### config.mk
export PLATFORM = sky130hd
export DESIGN_NAME = key_sw_input_unit
export DESIGN_NICKNAME = d
export VERILOG_FILES = /design/src/rtl/key_sw_input_unit.sv
export SDC_FILE = /design/constraint.sdc
export NUM_CORES = 1
export LEC_CHECK = 0
export ABC_AREA = 0
export BUFFER_PORTS_ARGS = -buffer_cell sky130_fd_sc_hd__buf_2
export CAP_MARGIN = 20
export CORE_MARGIN = 2
export CORE_UTILIZATION = 47
export DETAILED_ROUTE_END_ITERATION = 10
export PLACE_DENSITY = 0.76
export SETUP_SLACK_MARGIN = 0.3
export SLEW_MARGIN = 20
export SYNTH_ARGS = -nofsm -noshare
export SYNTH_HDL_FRONTEND = slang
export SYNTH_SLANG_ARGS = --single-unit
### constraint.sdc
create_clock -name clk -period 2.6 [get_ports clk]
set_input_delay 0.78 -clock clk [delete_from_list [all_inputs] [get_ports clk]]
set_output_delay 0.78 -clock clk [all_outputs]
set_load 0.01 [all_outputs]
### src/rtl/key_sw_input_unit.sv
`default_nettype none
// ============================================================================
// Module   : key_sw_input_unit
// Brief    : Memory-mapped KEY/SW input peripheral. It provides sync, debounce,
//            sticky ready/overrun status and a combinational read port.
// Revision : 1.0 - initial release
// ============================================================================
module key_sw_input_unit #(
  parameter int               DBITS           = 32,
  parameter int               DEBOUNCE_CYCLES = 10,
  parameter logic [DBITS-1:0] ADDR_KEY        = 32'hF0000010,
  parameter logic [DBITS-1:0] ADDR_SW         = 32'hF0000014,
  parameter logic [DBITS-1:0] ADDR_KCTRL      = 32'hF0000110,
  parameter logic [DBITS-1:0] ADDR_SCTRL      = 32'hF0000114
) (
  input  logic             clk,
  input  logic             reset,
  input  logic [DBITS-1:0] addr,
  input  logic             isLoad,
  input  logic             isStore,
  input  logic [DBITS-1:0] wrData,
  input  logic [3:0]       KEY,
  input  logic [9:0]       SW,
  output logic [DBITS-1:0] rdData,
  output logic             rdHit,
  output logic             intr
);

  localparam int NB = 14;
  localparam int CW = $clog2(DEBOUNCE_CYCLES + 1);

  logic [NB-1:0] w_raw;
  logic [NB-1:0] r_sync1;
  logic [NB-1:0] r_sync2;
  logic [NB-1:0] w_stable;
  logic [NB-1:0] w_flip;

  // Keys are inverted on entry so that a stable 1 means "pressed".
  assign w_raw = {SW, ~KEY};

  always_ff @(posedge clk) begin
    if (reset) begin
      r_sync1 <= '0;
      r_sync2 <= '0;
    end else begin
      r_sync1 <= w_raw;
      r_sync2 <= r_sync1;
    end
  end

  for (genvar i = 0; i < NB; i++) begin : g_db
    logic [CW-1:0] r_cnt;
    logic          r_stb;
    logic          w_diff;

    assign w_diff      = r_sync2[i] != r_stb;
    assign w_flip[i]   = w_diff && (r_cnt == CW'(DEBOUNCE_CYCLES - 1));
    assign w_stable[i] = r_stb;

    always_ff @(posedge clk) begin
      if (reset) begin
        r_cnt <= '0;
        r_stb <= 1'b0;
      end else if (!w_diff) begin
        r_cnt <= '0;
      end else if (w_flip[i]) begin
        r_cnt <= '0;
        r_stb <= ~r_stb;
      end else begin
        r_cnt <= r_cnt + CW'(1);
      end
    end
  end

  logic w_k_event, w_s_event;
  logic w_k_store, w_s_store;
  logic w_k_clr_rdy, w_k_clr_ovr, w_s_clr_rdy, w_s_clr_ovr;
  logic r_k_rdy, r_k_ovr, r_s_rdy, r_s_ovr;

  assign w_k_event   = |w_flip[3:0];
  assign w_s_event   = |w_flip[NB-1:4];
  assign w_k_store   = isStore && (addr == ADDR_KCTRL);
  assign w_s_store   = isStore && (addr == ADDR_SCTRL);
  // Writing 0 to a status bit clears it; writing 1 leaves it alone.
  assign w_k_clr_rdy = w_k_store && !wrData[0];
  assign w_k_clr_ovr = w_k_store && !wrData[2];
  assign w_s_clr_rdy = w_s_store && !wrData[0];
  assign w_s_clr_ovr = w_s_store && !wrData[2];

  always_ff @(posedge clk) begin
    if (reset) begin
      r_k_rdy <= 1'b0;
      r_k_ovr <= 1'b0;
      r_s_rdy <= 1'b0;
      r_s_ovr <= 1'b0;
    end else begin
      r_k_rdy <= w_k_event || (r_k_rdy && !w_k_clr_rdy);
      r_k_ovr <= (w_k_event && r_k_rdy && !w_k_clr_rdy) || (r_k_ovr && !w_k_clr_ovr);
      r_s_rdy <= w_s_event || (r_s_rdy && !w_s_clr_rdy);
      r_s_ovr <= (w_s_event && r_s_rdy && !w_s_clr_rdy) || (r_s_ovr && !w_s_clr_ovr);
    end
  end

  logic w_unused;
  assign w_unused = ^{wrData[DBITS-1:3], wrData[1]};

  always_comb begin
    rdHit  = 1'b0;
    rdData = '0;
    if (isLoad) begin
      if (addr == ADDR_KEY) begin
        rdHit  = 1'b1;
        rdData = {{(DBITS-4){1'b0}}, w_stable[3:0]};
      end else if (addr == ADDR_SW) begin
        rdHit  = 1'b1;
        rdData = {{(DBITS-10){1'b0}}, w_stable[NB-1:4]};
      end else if (addr == ADDR_KCTRL) begin
        rdHit  = 1'b1;
        rdData = {{(DBITS-3){1'b0}}, r_k_ovr, 1'b0, r_k_rdy};
      end else if (addr == ADDR_SCTRL) begin
        rdHit  = 1'b1;
        rdData = {{(DBITS-3){1'b0}}, r_s_ovr, 1'b0, r_s_rdy};
      end
    end
  end

  assign intr = r_k_rdy || r_s_rdy;

endmodule
`default_nettype wire

==> impl_metrics.ini <==
[clock_tree]
cts_buffer_depth = 2
path_clk_slew_ps = 100
insertion_delay_ps = 370
cts_buffers = 9
cts_tree = built
cts.sink_count = 102
postCtsHoldBufs = 0
htree_levels = 3
cts-root-buf = clkbuf_8

[critical_path]
required_ps = 1820
critical_path_class = in2out
r2r_cells = 7
cp.arrival_ps = 2070
cp-end-kind = output port
path_max_fanout = 3
rr_endpoint = r_s_ovr$_SDFF_PP0_
crit_path_start_kind = input pin
rr_startpoint = g_db[11].r_cnt[1]$_SDFF_PP0_
reg2reg_slack_ps = 850

[finish]
layout-drive-gt1-share_pct = 21.4
fin_nets = 629
n_antenna_cell = 0
regArea_um2 = 2040
fin_cells = 632
nFillCells = 767
design_area_um2 = 5040
postLayoutCoreUtil_pct = 57.6
syn2layout_area_growth_pct = 17.9
multi_input_area_um2 = 2160

[drt]
via_per_inst = 4.80
drt_wl_total_um = 7380
first_pass_iters = 4
drtAntennaViolNets = 0
drt_iter0_drc = 68
routed-via-count = 3031
post_drt_wl_per_cell_um = 11.7
drc = 0

[floorplan]
die_w_um = 99.4
fp-row-count = 34
fp.dieArea_um2 = 9880
die_y_um = 99.4
ios = 116
initial_core_util_pct = 48.8
core_um2 = 8760

[sta]
setup_viol = 11
skew_ps = 11.1
rsz0062_at_grt = true
hold_viol = 0
worst_pin_slew_ps = 528
slew_headroom_pct = 64.8
fin_ws_ps = -250
slew_violations = 0
period_minus_slack_ps = 2850
period_share_pct = 110
max_freq_ghz = 0.351

[synth]
syn_area_um2 = 4280
post-synth-top-count-cell = dfxtp_1
ys_seq_area_share_pct = 47.7
synth_top_area_share_pct = 47.7
synthArstFlopShare_pct = 0
yosys_warnings = 0
synth_top_cell_by_area = dfxtp_1
synth_top_cells_by_area = dfxtp_1 (48%), ha_1 (8.2%), nor2_1 (7.9%)
yosysUniqueCellTypes = 35
synth_edf_count = 0
synthCells = 444
synth_common_cells = dfxtp_1 (102), nor2_1 (90), ha_1 (28), xnor2_1 (28), nor2b_1 (24)
ys_seq_elements = 102
avgSynthCellArea_um2 = 9.63
synth-main-ff-cell = dfxtp_1

[outcome]
status = finished with violations
violations = setup timing

[min_path]
whs_endpoint = r_sync2[1]$_SDFF_PP0_
hp-start = r_sync1[1]$_SDFF_PP0_
hp-class = reg2reg
holdPathStages = 1

[grt]
antenna_found_initial = 0
gr-usage-all-layers_pct = 16.0
grt-ovfl-total = 0
grt_start_max_net_pins = 31
first_global_vias = 2910
grt_pass1_wl_um = 12500

[pwr]
powerDensity_nw_per_um2 = 534
peakVddDrop_uv = 208
finalPower_mw = 2.69
p_leak_nw = 2.14

[placed_design]
dp_hpwl_um = 5690
dpl-instance-area_um2 = 4750
dp.cells = 616
gp_congestion = 0.838
numPortBuffers = 63

[job]
cap_violations = 0
==> layer usage <==
metal | share of wire [%] | track usage, % | vias up
met2 | 49 | 28.7 | 81
met5 | 0 | 0 | -
li1 | - | - | 1549
met1 | 42 | 17.5 | 1387
met4 | 2.0 | 7.27 | 0
met3 | 6.7 | 4.50 | 14
==> worst max-delay path by stage <==
stage | from | end | slack (ps) | cells past startpoint
after global placement | addr[1] | rdData[3] | -290 | 8
after floorplan | addr[18] | rdData[5] | 60 | 4
final | addr[1] | rdData[3] | -250 | 8
after global routing | addr[1] | rdData[3] | -370 | 8
after detailed placement | addr[1] | rdData[1] | -340 | 8
after CTS | addr[1] | rdData[1] | -280 | 8
==> power breakdown <==
part           internal (mW)  total (mW)  switching (mW)
clock                  0.389       0.946           0.557
sequential              1.59        1.60          0.0149
combinational         0.0648       0.142          0.0776
==> stage by stage <==
stage               TNS (ps)  setup slack [ps]  hold WS [ps]
finish                 -2330              -250           440
global route           -3360              -366           446
CTS                    -2650              -283           447
detailed placement     -3000              -344           425
global placement       -2620              -287           418
floorplan                  0              63.2           414
==> logic make-up after synthesis <==
logic type / share of synthesized area (%)
AO/OA/AOI/OAI: 2.84
XOR/XNOR: 8.60
adder cells (fa/ha/maj): 8.19
buffers and inverters: 6.17
flip-flops: 47.7
multiplexers: 4.56
other: 0.0877
AND/OR/NAND/NOR: 21.8
==> layout by cell type, fill, tap and decap left out, drive strengths merged, types with 2 or more instances in the layout <==
cell and n:
and3 2, or3 3, nand3 14, nor2 90, o21ai 2, nor2b 24, clkinv 3, mux4 2
conb 22, dfxtp 102, a21oi 2, nor4b 2, nand3b 13, ha 28, nor4 5, and2 6
mux2i 15, o22ai 7, nand2 19, nand4 3, xor2 14, xnor2 28, clkbuf 10, buf 72
o311ai 2, nor3 6, inv 21
==> registers in the layout, summed over array words and instances, names as in the netlist <==
register	cells
r_sync1	14
g_db.r_cnt	56
r_k_rdy	1
g_db.r_stb	14
r_s_rdy	1
r_s_ovr	1
r_sync2	14
r_k_ovr	1
==> area by class of cell <==
cell class	instances	share of cell area (%)
clock inverters	6	1.07
flip-flops and latches	102	40.5
repair buffers	72	8.83
clock buffers	10	2.73
well taps	108	2.68
multi-input cells	315	42.8
inverters	19	1.41
==> critical path: stages <==
cell and delay [ps]:
buf_6 90, nor4_4 270, nand4_1 180, buf_4 190
nor3_4 130, nand2_2 110, nor3_2 170, buf_2 150
==> what timing repair did <==
action,CTS,global route
buffers inserted,0,0
endpoints found under the setup margin,11,11
pin swaps,6,1
gates resized for setup,11,8
Note: power is estimated with default switching activity, not from simulation.
